==> config.mk <==
export PLATFORM = sky130hd
export DESIGN_NAME = seq_window_ctrl
export DESIGN_NICKNAME = d
export VERILOG_FILES = /design/src/rtl/seq_ctrl_pkg.sv /design/src/rtl/seq_det_mealy.sv /design/src/rtl/seq_window_ctrl.sv
export SDC_FILE = /design/constraint.sdc
export NUM_CORES = 1
export LEC_CHECK = 0
export ABC_CLOCK_PERIOD_IN_PS = 3100
export CAP_MARGIN = 20
export CELL_PAD_IN_SITES_DETAIL_PLACEMENT = 1
export CELL_PAD_IN_SITES_GLOBAL_PLACEMENT = 1
export CORE_UTILIZATION = 43
export CTS_CLUSTER_SIZE = 24
export DETAILED_ROUTE_END_ITERATION = 10
export PLACE_DENSITY = 0.91
export REMOVE_ABC_BUFFERS = 1
export SLEW_MARGIN = 30
export SYNTH_ARGS = -nofsm -noshare
export SYNTH_HDL_FRONTEND = slang
export SYNTH_SLANG_ARGS = --single-unit
export TNS_END_PERCENT = 50
==> constraint.sdc <==
create_clock -name i_clk -period 3.1 [get_ports i_clk]
set_clock_uncertainty 0.15 [all_clocks]
set_input_delay 0.31 -clock i_clk [delete_from_list [all_inputs] [get_ports i_clk]]
set_output_delay 0.31 -clock i_clk [all_outputs]
set_load 0.005 [all_outputs]
==> src/rtl/seq_ctrl_pkg.sv <==
// Shared types for the serial window controller: FSM states, detector
// history states and the 2-bit match codes passed from detector to counters.
package seq_ctrl_pkg;

    typedef enum logic [1:0] {
        ST_IDLE   = 2'd0,
        ST_RUN    = 2'd1,
        ST_REPORT = 2'd2
    } state_e;

    // Detector history: the longest useful suffix of the bits seen so far.
    typedef enum logic [1:0] {
        H_NONE = 2'd0,
        H_1    = 2'd1,
        H_10   = 2'd2,
        H_11   = 2'd3
    } hist_e;

    typedef logic [1:0] match_t;

    localparam match_t MATCH_NONE = 2'b00;
    localparam match_t MATCH_101  = 2'b01;
    localparam match_t MATCH_110  = 2'b10;

endpackage

==> src/rtl/seq_det_mealy.sv <==
// Overlapping "101" / "110" Mealy detector. The match output is
// combinational on the current bit plus history and only fires on a valid
// bit; clr_i wipes the history so nothing carries into a new window.
module seq_det_mealy
    import seq_ctrl_pkg::*;
(
    input  logic   clk,
    input  logic   reset_n,
    input  logic   clr_i,
    input  logic   bit_i,
    input  logic   bit_vld_i,
    output match_t match_o
);

    hist_e hist_q, hist_d;

    // History register
    always_ff @(posedge clk or negedge reset_n) begin
        if (!reset_n) hist_q <= H_NONE;
        else          hist_q <= hist_d;
    end

    // Mealy transition and match decode; after "101" the tail "1" is kept,
    // after "110" the tail "10" is kept, so overlapping matches are counted
    always_comb begin
        hist_d  = hist_q;
        match_o = MATCH_NONE;
        if (clr_i) begin
            hist_d = H_NONE;
        end else if (bit_vld_i) begin
            unique case (hist_q)
                H_NONE: hist_d = bit_i ? H_1 : H_NONE;
                H_1:    hist_d = bit_i ? H_11 : H_10;
                H_10: begin
                    if (bit_i) begin
                        match_o = MATCH_101;
                        hist_d  = H_1;
                    end else begin
                        hist_d  = H_NONE;
                    end
                end
                H_11: begin
                    if (bit_i) begin
                        hist_d  = H_11;
                    end else begin
                        match_o = MATCH_110;
                        hist_d  = H_10;
                    end
                end
                default: hist_d = H_NONE;
            endcase
        end
    end

endmodule

==> src/rtl/seq_window_ctrl.sv <==
// Windowed pattern counter: opens a window of i_len valid bits, counts
// overlapping "101" and "110" matches, then holds the result until accepted.
// Define SEQ_WINDOW_CTRL_SATURATE_EN to make the counters stick at all-ones
// instead of wrapping.
module seq_window_ctrl
    import seq_ctrl_pkg::*;
#(
    parameter int LEN_W = 8,
    parameter int CNT_W = 8
) (
    input  logic             i_clk,
    input  logic             i_reset_n,
    input  logic             i_start,
    input  logic [LEN_W-1:0] i_len,
    input  logic             i_bit,
    input  logic             i_bit_valid,
    output logic             o_busy,
    output logic [CNT_W-1:0] o_cnt_101,
    output logic [CNT_W-1:0] o_cnt_110,
    output logic             o_done_valid,
    input  logic             i_done_ready
);

    localparam logic [LEN_W-1:0] LEN_ONE = LEN_W'(1);
    localparam logic [CNT_W-1:0] CNT_ONE = CNT_W'(1);
`ifdef SEQ_WINDOW_CTRL_SATURATE_EN
    localparam logic [CNT_W-1:0] CNT_MAX = '1;
`endif

    state_e           state_q, state_d;
    logic [LEN_W-1:0] len_q, bcnt_q;
    logic [CNT_W-1:0] c101_q, c110_q, c101_d, c110_d;
    logic             start_acc, consume, last_bit;
    match_t           match;

    assign start_acc = (state_q == ST_IDLE) && i_start;
    assign consume   = (state_q == ST_RUN) && i_bit_valid;
    // bcnt_q counts bits already consumed, so it never needs to reach len_q
    // and cannot overflow even for an all-ones length
    assign last_bit  = consume && (bcnt_q == len_q - LEN_ONE);

    seq_det_mealy u_det (
        .clk       (i_clk),
        .reset_n   (i_reset_n),
        .clr_i     (start_acc),
        .bit_i     (i_bit),
        .bit_vld_i (consume),
        .match_o   (match)
    );

    // FSM state register
    always_ff @(posedge i_clk or negedge i_reset_n) begin
        if (!i_reset_n) state_q <= ST_IDLE;
        else            state_q <= state_d;
    end

    // FSM next state; a zero-length window reports immediately
    always_comb begin
        state_d = state_q;
        unique case (state_q)
            ST_IDLE:   if (i_start) state_d = (i_len == '0) ? ST_REPORT : ST_RUN;
            ST_RUN:    if (last_bit) state_d = ST_REPORT;
            ST_REPORT: if (i_done_ready) state_d = ST_IDLE;
            default:   state_d = ST_IDLE;
        endcase
    end

    // FSM outputs
    always_comb begin
        o_busy       = (state_q != ST_IDLE);
        o_done_valid = (state_q == ST_REPORT);
    end

    // Counter increment on the match reported for the bit being consumed
    always_comb begin
        c101_d = c101_q;
        c110_d = c110_q;
`ifdef SEQ_WINDOW_CTRL_SATURATE_EN
        if (match == MATCH_101 && c101_q != CNT_MAX) c101_d = c101_q + CNT_ONE;
        if (match == MATCH_110 && c110_q != CNT_MAX) c110_d = c110_q + CNT_ONE;
`else
        if (match == MATCH_101) c101_d = c101_q + CNT_ONE;
        if (match == MATCH_110) c110_d = c110_q + CNT_ONE;
`endif
    end

    // Window datapath: latch length and clear on accept, advance on each bit
    always_ff @(posedge i_clk or negedge i_reset_n) begin
        if (!i_reset_n) begin
            len_q  <= '0;
            bcnt_q <= '0;
            c101_q <= '0;
            c110_q <= '0;
        end else if (start_acc) begin
            len_q  <= i_len;
            bcnt_q <= '0;
            c101_q <= '0;
            c110_q <= '0;
        end else if (consume) begin
            bcnt_q <= bcnt_q + LEN_ONE;
            c101_q <= c101_d;
            c110_q <= c110_d;
        end
    end

    assign o_cnt_101 = c101_q;
    assign o_cnt_110 = c110_q;

endmodule

Word-level counts from Yosys, hierarchy flattened
Index checks and enable logic that the tools add are counted.
{ "classes": {"div": 0, "bitwise": 0, "n_mul": 0, "n_reduce_logical": 15, "n_mux": 22, "shift": 0, "addsub": 4, "magnitude_cmp": 0, "n_eq_ne": 11} }
{ "op_table": {"columns": ["operator", "count"], "rows": [
  ["8-bit 2-to-1 mux", 8],
  ["8-bit by 1-bit adder with 8-bit output, second input constant", 3],
  ["2-bit 2-to-1 mux", 9],
  ["2-bit equality test, second input constant", 4],
  ["8-bit equality test", 1],
  ["8-bit zero test", 1],
  ["2-bit case mux with 2 select lines", 2],
  ["2-bit nonzero test", 4],
  ["8-bit by 1-bit subtractor with 8-bit output, second input constant", 1],
  ["2-bit by 1-bit equality test with 1-bit output, second input constant", 3],
  ["2-bit case mux with 3 select lines", 1],
  ["2-bit zero test", 2],
  ["2-bit inequality test, second input constant", 2],
  ["2-bit AND reduction", 2],
  ["2-bit OR reduction", 2],
  ["1-bit logical AND", 3],
  ["3-bit AND reduction", 1],
  ["1-bit 2-to-1 mux", 2],
  ["2-bit by 1-bit inequality test with 1-bit output, second input constant", 1]
]} }
{ "totals": {"n_memories": 0, "out_inout_bits": 18, "word_cells": 58, "latch_bits": 0, "ff_bits": 36, "mem_bits_rw": 0, "romBits": 0} }

Logic depth before layout (Yosys ltp)
{ "depth": {"ltp_word": 8, "mapped_depth": 7, "ltp_nobuf": 7} }

By module
From an unflattened synthesis, not the netlist that was laid out.
{ "hier_totals": {"hier_cells": 191, "area_unflattened_um2": 1939.4} }
{ "by_module_without_submodules": {"columns": ["mod", "n_inst", "seq_area_each_um2", "area_each_um2", "cells_per_inst"], "rows": [
  ["seq_window_ctrl", 1, 850.8, 1829.3, 182],
  ["seq_det_mealy", 1, 50.0, 110.1, 9]
]} }

Worst setup path after synthesis
Ideal clock, no wire load.
{ "synth_path": {"path_type": "register to register", "start": "reg len_q[0]", "end": "reg state_q[1]", "setup_time_ns": 0.067, "n_path_buf": 0, "path_slack_ns": 1.101, "t_arrival_ns": 1.782, "synth_period_minus_slack_ns": 1.999, "path_stages_with_launch": 8, "path_cell_list": "dfrtp_1 -> inv_1 -> ha_1 -> or3b_2 -> nor3_1 -> xnor2_1 -> nor4_2 -> o221a_1"} }
{ "synth_via": {"elab_chain_len": 5} }
{ "synth_lines": {"columns": ["element", "line", "source"], "rows": [
  ["from (decl)", "seq_window_ctrl.sv:31", "logic [LEN_W-1:0] len_q, bcnt_q;"],
  ["from (signal assigned)", "seq_window_ctrl.sv:95", "len_q <= i_len;"],
  ["8-bit by 1-bit subtractor with 8-bit output", "seq_window_ctrl.sv:40", "assign last_bit = consume && (bcnt_q == len_q - LEN_ONE);"],
  ["8-bit equality test", "seq_window_ctrl.sv:40", null],
  ["1-bit logical AND", "seq_window_ctrl.sv:40", null],
  ["2-bit inequality test (no source line)", null, null],
  ["3-bit AND reduction (no source line)", null, null],
  ["to (signal assigned)", "seq_window_ctrl.sv:54", "else state_q <= state_d;"],
  ["to (decl)", "seq_window_ctrl.sv:30", "state_e state_q, state_d;"]
]} }
No other way between the ends.
A chain may end at the register's enable or synchronous reset.

Final worst setup path
Ends and elaborated chain as after synthesis.

==> impl_metrics.csv <==
group,metric,value,unit
final_layout,multiInputGateArea,961,um^2
clocking,cts_setup_buffers,0,
clocking,clock-sinks,36,
floorplanning,die-area,0.00473,mm^2
clocking,max-clock-path-buffers,2,
run_status,status,"finished clean",
worst_setup_path,crit_type,"reg -> reg",
placed_design,port_buffers,31,
power_and_ir_drop,vdd_ir_drop_max,0.320,mV
worst_setup_path,path_cells,"inv_1 > ha_1 > or3b_2 > nor3_1 > xnor2_1 > nor4_2 > o221a_1",
timing,fin_tns_setup,0,ps
route,vias_per_cell,5.55,
final_layout,num_antenna_cells,0,
route,ant_nets,0,
clocking,numCtsBuffers,5,
logic_synthesis,seq_area_frac_synth,46.9,%
timing,hold_viol_final,0,
route,wire_per_inst,16.7,um
clocking,root_buffer,"clkbuf_8",
logic_synthesis,yosysWarnings,0,
worst_setup_path,worstPathRequired,3180,ps
power_and_ir_drop,power.leakage,1.04,nW
power_and_ir_drop,swShare,38.3,%
power_and_ir_drop,power,1.78,mW
timing,final.min_clock_period,2290,ps
placed_design,hpwlAfterDp,3440,um
worst_setup_path,startpoint_type,"flip-flop",
timing,timing.final.ws_setup,808,ps
timing,max_freq,436,MHz
clocking,cts_tree,"done",
worst_setup_path,critPathMaxStageDelay,470,ps
worst_setup_path,path_max_fanout,4,
clocking,cts_htree_levels,2,
final_layout,nNetsFinal,254,
worst_setup_path,path_buf_inv,1,
floorplanning,io_pins,32,
clocking,post_cts_resized,0,
worst_setup_path,cp-end-kind,"flip-flop",
power_and_ir_drop,pwr-share-clk,19.3,%
flow_run,maxCapViolations,0,
final_layout,area_growth,23.5,%
worst_setup_path,arrival,2370,ps
placed_design,place_ws,713,ps
grt,antenna_found_initial,0,
route,vias,1592,
power_and_ir_drop,seqPwrFrac,44.0,%
final_layout,seq_area,901,um^2
floorplanning,core.rowCount,23,
timing,finalSetupViolations,0,
power_and_ir_drop,combinationalPowerShare,36.7,%
placed_design,dp.cells,279,
timing,finalCritPeriodShare,73.9,%
route,drt_wl_total,4790,um
final_layout,fillers,483,
route,dr.first_iter.drc_count,65,
timing,grt_setup_unrepaired,"false",
hold_path,hold_path.class,"in -> async",
floorplanning,die_h,68.8,um
timing,max_slew.worst_pin.slew,566,ps
grt,grt_usage,23.4,%
final_layout,drive_above_1_share,7.17,%
logic_synthesis,ys_ff_latch,36,
final_layout,mostFrequentLayoutCells,"dfrtp_1, nand2_1, clkdlybuf4s50_1",
route,drt_pre_antenna_iters,4,
power_and_ir_drop,p_int,1.10,mW
clocking,clock_latency,290,ps
grt,grt_pass1_vias,1610,
route,drc,0,
worst_setup_path,slowest_stage,"or3b_2",
floorplanning,core_area,0.00414,mm^2
logic_synthesis,syn_area,0.00192,mm^2
floorplanning,initial_utilization,46.3,%
power_and_ir_drop,power_switching,0.681,mW
placed_design,gp_congestion,0.840,
grt,grt_max_degree,37,
logic_synthesis,synth.avg_cell_area,9.50,um^2
logic_synthesis,synth.distinct_cells,40,
final_layout,final_common_cell,"dfrtp_1",
grt,grt_pass1_wl,7820,um
grt,overflow,0,
final_layout,final_cells,287,
worst_setup_path,critPathTopFamily,"simple AND/OR/NAND/NOR gates",
timing,maxSlewHeadroom,62.3,%
logic_synthesis,synthCells,202,
timing,maxSlewViolCount,0,
floorplanning,die_w,68.8,um
clocking,postCtsHoldBufs,0,
power_and_ir_drop,powerDensity,752,mW/mm^2
clocking,path_clk_slew,70,ps
## synth_stat cells (all sizes together)
| cell type | count | area [um^2] |
|---|---|---|
| and2 | 2 | 12.5 |
| ha | 4 | 50.1 |
| o211ai | 3 | 22.5 |
| nand3 | 5 | 25.0 |
| or3b | 2 | 17.5 |
| a211oi | 3 | 22.5 |
| dfrtp | 36 | 901 |
| a2111oi | 1 | 15.0 |
| nand2 | 34 | 128 |
| or3 | 2 | 12.5 |
| xor2 | 13 | 114 |
| inv | 4 | 15.0 |
| o221a | 2 | 22.5 |
| nand3b | 1 | 7.51 |
| a21o | 1 | 7.51 |
| a32oi | 1 | 8.76 |
| nor4 | 3 | 25.0 |
| and3 | 3 | 18.8 |
| nand4b | 1 | 8.76 |
| a31o | 1 | 8.76 |
| or4 | 3 | 26.3 |
| nor2b | 2 | 12.5 |
| or2b | 1 | 7.51 |
| and4b | 2 | 20.0 |
| and3b | 1 | 8.76 |
| nor2 | 22 | 82.6 |
| nand4 | 9 | 56.3 |
| a21oi | 3 | 15.0 |
| nand2b | 2 | 12.5 |
| nor3 | 5 | 25.0 |
| buf | 2 | 16.3 |
| o21ai | 8 | 40.0 |
| xnor2 | 10 | 87.6 |
| mux2i | 4 | 40.0 |
| clkbuf | 6 | 26.3 |
## power by group through the flow
stage               Clock, mW  Sequential (mW)  Combinational, mW
detailed placement          0            0.786              0.640
floorplan                   0            0.732              0.436
global placement            0            0.772              0.600
finish                  0.344            0.784              0.653
global route            0.371            0.808              0.737
CTS                     0.351            0.781              0.664
## cell families (layout without fill, tap and decap cells)
family          after synthesis  count (layout)  share of synthesized area, %
compound gates               23              23                          8.47
fa+ha+maj                     4               4                          2.61
flops                        36              36                          46.9
xor+xnor                     23              23                          10.5
buf+inv                      12              47                          3.00
mux                           4               4                          2.09
simple gates                100             100                          26.4
## area by class of cell
| class | instances | area share, % |
|---|---|---|
| multi-input cells | 154 | 40.5 |
| flip-flops and latches | 36 | 38.0 |
| repair buffers | 35 | 14.4 |
| clock buffers | 8 | 3.80 |
| well taps | 50 | 2.64 |
| inverters | 4 | 0.634 |
## path summary, 6_finish.rpt
path                         startpoint         endpoint  slack [ps]  cells after the start
max reg2reg                    len_q[0]       state_q[1]         810                      7
min reg2reg                o_cnt_101[6]     o_cnt_101[6]         360                      1
max                            len_q[0]       state_q[1]         810                      7
max in group asynchronous     i_reset_n  u_det.hist_q[0]        2180                      2
min                           i_reset_n         len_q[3]         280                      2
min in group i_clk         o_cnt_101[6]     o_cnt_101[6]         360                      1
## flip-flops by register name, indices dropped and copies added (netlist names)
name,flops
bcnt_q,8
len_q,8
o_cnt_101,8
o_cnt_110,8
state_q,2
u_det.hist_q,2
## metrics by stage
| stage | hold slack, ps | utilization (%) | instance area, um^2 |
|---|---|---|---|
| after global placement | 354 | 55.0 | 2280 |
| after floorplan | -136 | - | 1880 |
| after global routing | 339 | 57.2 | 2370 |
| after detailed placement | 360 | 55.0 | 2280 |
| final | 284 | 57.2 | 2370 |
| after CTS | 303 | 57.2 | 2370 |
## metal layers
layer | routed length (um) | share of wire (%) | up-vias | GRT usage [%]
met3 | 131 | 2.7 | 9 | 3.95
met1 | 2200 | 46 | 785 | 30.0
met2 | 2360 | 49 | 29 | 38.6
met5 | 0 | 0 | - | 0
li1 | - | - | 769 | -
met4 | 91 | 1.9 | 0 | 10.2
(Power assumes the default switching activity.)
==> RTL edit 1 (config.mk and constraints unchanged) <==
The parameter `CNT_W` goes from 8 to 12.
--- a/src/rtl/seq_window_ctrl.sv
+++ b/src/rtl/seq_window_ctrl.sv
@@ -7,5 +7,5 @@
 #(
     parameter int LEN_W = 8,
-    parameter int CNT_W = 8
+    parameter int CNT_W = 12
 ) (
     input  logic             i_clk,
Interface: changed (resized o_cnt_101 and o_cnt_110); port bits go from 32 to 40. No check against the original RTL was run, so the function may have changed too.
==> RTL edit 1 against the unedited design <==
First-iteration DRC count is 72% higher. Critical path type unchanged. Power rose by 17%. Area after synthesis is 27% higher. Sequential cell count up 8. Wire length is 34% higher. Cell area up 29%. Sequential share of layout area down 1.9 points. Global-route usage down 0.12 points. Setup slack improved by 0.048 ns.
==> RTL edit 1: results <==
[route]
routed_wl_um = 6420
drt-pass1-iter-count = 6
drtIter0Drc = 112
num_vias = 2130

[placed_design]
portBuffers = 39
gp_congestion = 0.760
place_hpwl_um = 4600
place_area_um2 = 2880

[layout]
nFillCells = 635
nets = 312
drive_gt1_share_pct = 6.44

[global_routing]
globalRouteMet1Util_pct = 26.7
grt_pass1_vias = 2179
grt_use_met2_pct = 41.4
grt_util_all_layers_pct = 23.3
grt_util_met3_pct = 4.76
grt_max_degree = 45
grt_pass1_wl_um = 10700

[setup_path]
reg2reg_to = "state_q[0]"
reg2reg_depth = 6
startpoint_type = "register"
ff2ff_setup_slack_ns = 0.86
cp.arrival_ns = 2.31

[clock_network]
cts_resized = 0
numCtsBuffers = 5
post_cts.repair.setup_buffers = 0
holdBufCountCts = 1
path_clk_slew_ns = 0.09
worstSkewPairLatency_ns = 0.32

[pwr]
ir_drop_mv = 0.393
leakage_nw = 1.29
power_switching_w = 0.000731

[yosys]
synthTopCellsByCount = "44 x dfrtp_1, 30 x nand2_1, 23 x nor2_1, 16 x xnor2_1"
synthTopCellsByArea = "dfrtp_1 45%, xnor2_1 5.7%, nand2_1 4.6%"
ys_seq_area_share_pct = 45.2
synth_cell_types = 45

[sta]
worst_slew_pin_slew_ns = 0.689
whs_ns = 0.381
setup_violations = 0

[outcome]
status = "completed"
RTL edit 1: changes by cell type after synthesis, sizes merged, moves of 4 or more:
| cell | before | now |
|---|---|---|
| nand2 | 34 | 30 |
| xnor2 | 10 | 16 |
| a21oi | 3 | 10 |
| dfrtp | 36 | 44 |
| o31ai | 0 | 6 |
| nand3 | 5 | 10 |
| buf | 2 | 7 |
| clkbuf | 6 | 2 |
RTL edit 1: cell type report:
class                           instances  area share (%)
Tap cell                               72            2.96
Timing Repair Buffer                   42            13.5
Sequential cell                        44            36.1
Clock inverter                          3            2.96
Clock buffer                            5            2.26
Multi-Input combinational cell        194            41.3
Inverter                                7           0.862
RTL edit 1: layer usage:
| layer | vias up | wire (um) |
|---|---|---|
| met5 | - | 0 |
| met4 | 0 | 154 |
| met3 | 12 | 151 |
| met2 | 33 | 3380 |
| met1 | 1093 | 2740 |
| li1 | 992 | - |
RTL edit 1: critical path: stages, from the launching register on:
cell	delay [ns]
dfrtp_1	0.44
inv_1	0.09
ha_1	0.32
xor2_1	0.17
nand3_1	0.12
or4_1	0.54
o31a_1	0.30
RTL edit 1: worst max path at each step:
stage | endpoint | slack, ns | cells after the start
after global routing | state_q[0] | 0.80 | 4
after floorplan | o_cnt_101[9] | -0.47 | 4
final | state_q[0] | 0.86 | 6
after CTS | state_q[0] | 0.89 | 6
after detailed placement | state_q[0] | 0.69 | 5
after global placement | state_q[0] | 0.79 | 5
RTL edit 1: power groups by stage:
| stage | logic, W | clock network [W] | registers, W |
|---|---|---|---|
| floorplan | 0.000433 | 0 | 0.000774 |
| global placement | 0.000587 | 0 | 0.000807 |
| detailed placement | 0.000640 | 0 | 0.000815 |
| CTS | 0.000653 | 0.000627 | 0.000810 |
| global route | 0.000713 | 0.000645 | 0.000831 |
| finish | 0.000654 | 0.000619 | 0.000814 |
RTL edit 1: logic make-up after synthesis:
family | synth area share [%]
buffers and inverters | 3.44
xor gates and xnor gates | 9.70
adders and majority gates | 2.05
DFF | 45.2
AOI/OAI and AO/OA | 10.8
muxes | 0.821
and+or+nand+nor | 28.0
RTL edit 1: metrics by stage:
step	power, W	instances	util [%]	worst slack [ns]
detailed placement	0.00146	358	52.6	0.691
finish	0.00209	367	55.7	0.856
global placement	0.00139	358	52.6	0.790
global route	0.00219	367	55.7	0.801
CTS	0.00209	367	55.7	0.895
floorplan	0.00121	245	-	-0.469
==> RTL edit 2 (config.mk and constraints unchanged) <==
Made on the original files. Re-encode `hist_e` (4 values) as one-hot, 4 bits wide.
--- a/src/rtl/seq_ctrl_pkg.sv
+++ b/src/rtl/seq_ctrl_pkg.sv
@@ -10,9 +10,9 @@
 
     // Detector history: the longest useful suffix of the bits seen so far.
-    typedef enum logic [1:0] {
-        H_NONE = 2'd0,
-        H_1    = 2'd1,
-        H_10   = 2'd2,
-        H_11   = 2'd3
+    typedef enum logic [3:0] {
+        H_NONE = 4'b0001,
+        H_1    = 4'b0010,
+        H_10   = 4'b0100,
+        H_11   = 4'b1000
     } hist_e;
 
Function: same outputs for any inputs over 10 cycles, from zero or initial values and one cycle with i_reset_n low; not proved beyond that.
==> RTL edit 2 against the unedited design <==
Sequential power down 7.4%. Sequential share of layout area up 0.56 points. Utilization down 1.3 points. Setup slack worse by 0.15 ns. Cell area up 4.2%. Power down 17%. Count of clock-buffer cells in the layout down 2. Wire length down 0.40%. Combinational power down 40%. Sequential cell count up 2. First-iteration DRC count unchanged. Area after synthesis up 4.7%. Critical path type unchanged. Largest power group unchanged.
==> RTL edit 2: results <==
[clock_network]
cts_htree_levels = 2
numCtsBuffers = 5
post_cts.repair.setup_buffers = 0
cts_resized = 0
worstSkewPairLatency_ns = 0.30
clock_path_buffers = 2
cts-root-buf = "clkbuf_8"
path_clk_slew_ns = 0.08
holdBufCountCts = 1

[setup_path]
reg2reg_to = "state_q[0]"
worstSetupPathType = "register to register"
reg2reg_depth = 7
rr_startpoint = "len_q[0]"
cp.arrival_ns = 2.46
ff2ff_setup_slack_ns = 0.66
critPathMaxFanout = 3

[route]
wl_per_cell_um = 16.4
drt-pass1-iter-count = 4
routed-wl-met2_um = 2330
drtIter0Drc = 65
num_vias = 1635
maxUsedRoutingLayer = "met4"
dr_wl_met3_um = 127
wl_met1_um = 2240

[pwr]
power_switching_w = 0.000501
ir_drop_mv = 0.240
powerDensity_nw_per_um2 = 596
leakage_nw = 1.10
clkPwrFrac_pct = 24.1
pg_seq_w = 0.000726

[sta]
slew-limit-headroom_pct = 44.3

[yosys]
synth_cell_types = 47
ys_seq_area_share_pct = 47.4
synthTopCellsByCount = "37 x dfrtp_1, 26 x nor2_1, 20 x nand2_1, 20 x xor2_1, 11 x o21ai_0"
synth_warnings = 0
muxShareOfSynthArea_pct = 3.86
synthAdderAreaFrac_pct = 2.49
synth_compound_area_share_pct = 7.60
synth-xor-area-share_pct = 12.6
ys_seq_elements = 38
synthTopCellsByArea = "dfrtp_1 46%, xor2_1 8.7%, nor2_1 4.9%"

[placed_design]
portBuffers = 31
place_hpwl_um = 3490
place_area_um2 = 2360
gp_congestion = 0.788

[layout]
design_area_um2 = 2470
nFillCells = 510
nets = 256
antennaDiodeCount = 0
drive_gt1_share_pct = 9.62

[min_path]
hp-start = "o_cnt_101[7]"
worstHoldPathType = "register to register"
min_to = "o_cnt_101[7]"

[outcome]
status = "completed"

[global_routing]
grt_pass1_vias = 1734
grt_pass1_wl_um = 8310
grt_max_degree = 39
grt_util_all_layers_pct = 21.3
antenna_found_initial = 0
## RTL edit 2: final cells by class
cell class / count / area [um2] / share of cell area, %
Tap cell: 52 / 65.1 / 2.64
Multi-Input combinational cell: 153 / 1010 / 40.8
Inverter: 7 / 26.3 / 1.06
Clock inverter: 2 / 12.5 / 0.507
Clock buffer: 6 / 82.6 / 3.35
Sequential cell: 38 / 952 / 38.6
Timing Repair Buffer: 33 / 323 / 13.1
## RTL edit 2: worst max-delay path: stages, from the launching register on
cell and delay [ns]:
dfrtp_1 0.41, inv_1 0.09, ha_1 0.19, nor3b_1 0.44, mux2_1 0.37, o21ai_1 0.08
a21oi_1 0.09, or4_1 0.50
## RTL edit 2: layer usage
| metal | vias up | GRT usage [%] |
|---|---|---|
| li1 | 777 | - |
| met1 | 821 | 27.8 |
| met2 | 30 | 35.3 |
| met3 | 7 | 3.61 |
| met4 | 0 | 8.00 |
| met5 | - | 0 |
## RTL edit 2: worst max-delay path by stage
stage | to | slack [ns]
3_3_place_gp | o_cnt_110[5] | 0.75
5_1_grt | state_q[0] | 0.55
3_5_place_dp | o_cnt_110[5] | 0.68
4_1_cts | state_q[0] | 0.65
6_report | state_q[0] | 0.66
2_1_floorplan | state_q[0] | 0.87
## RTL edit 2: through the flow
stage / hold slack (ns) / cells / util [%] / worst slack (ns)
2_1_floorplan: -0.136 / 198 / - / 0.869
3_3_place_gp: 0.308 / 282 / 53.5 / 0.750
3_5_place_dp: 0.314 / 282 / 53.5 / 0.677
4_1_cts: 0.403 / 291 / 55.9 / 0.653
5_1_grt: 0.433 / 291 / 55.9 / 0.552
6_report: 0.395 / 291 / 55.9 / 0.662
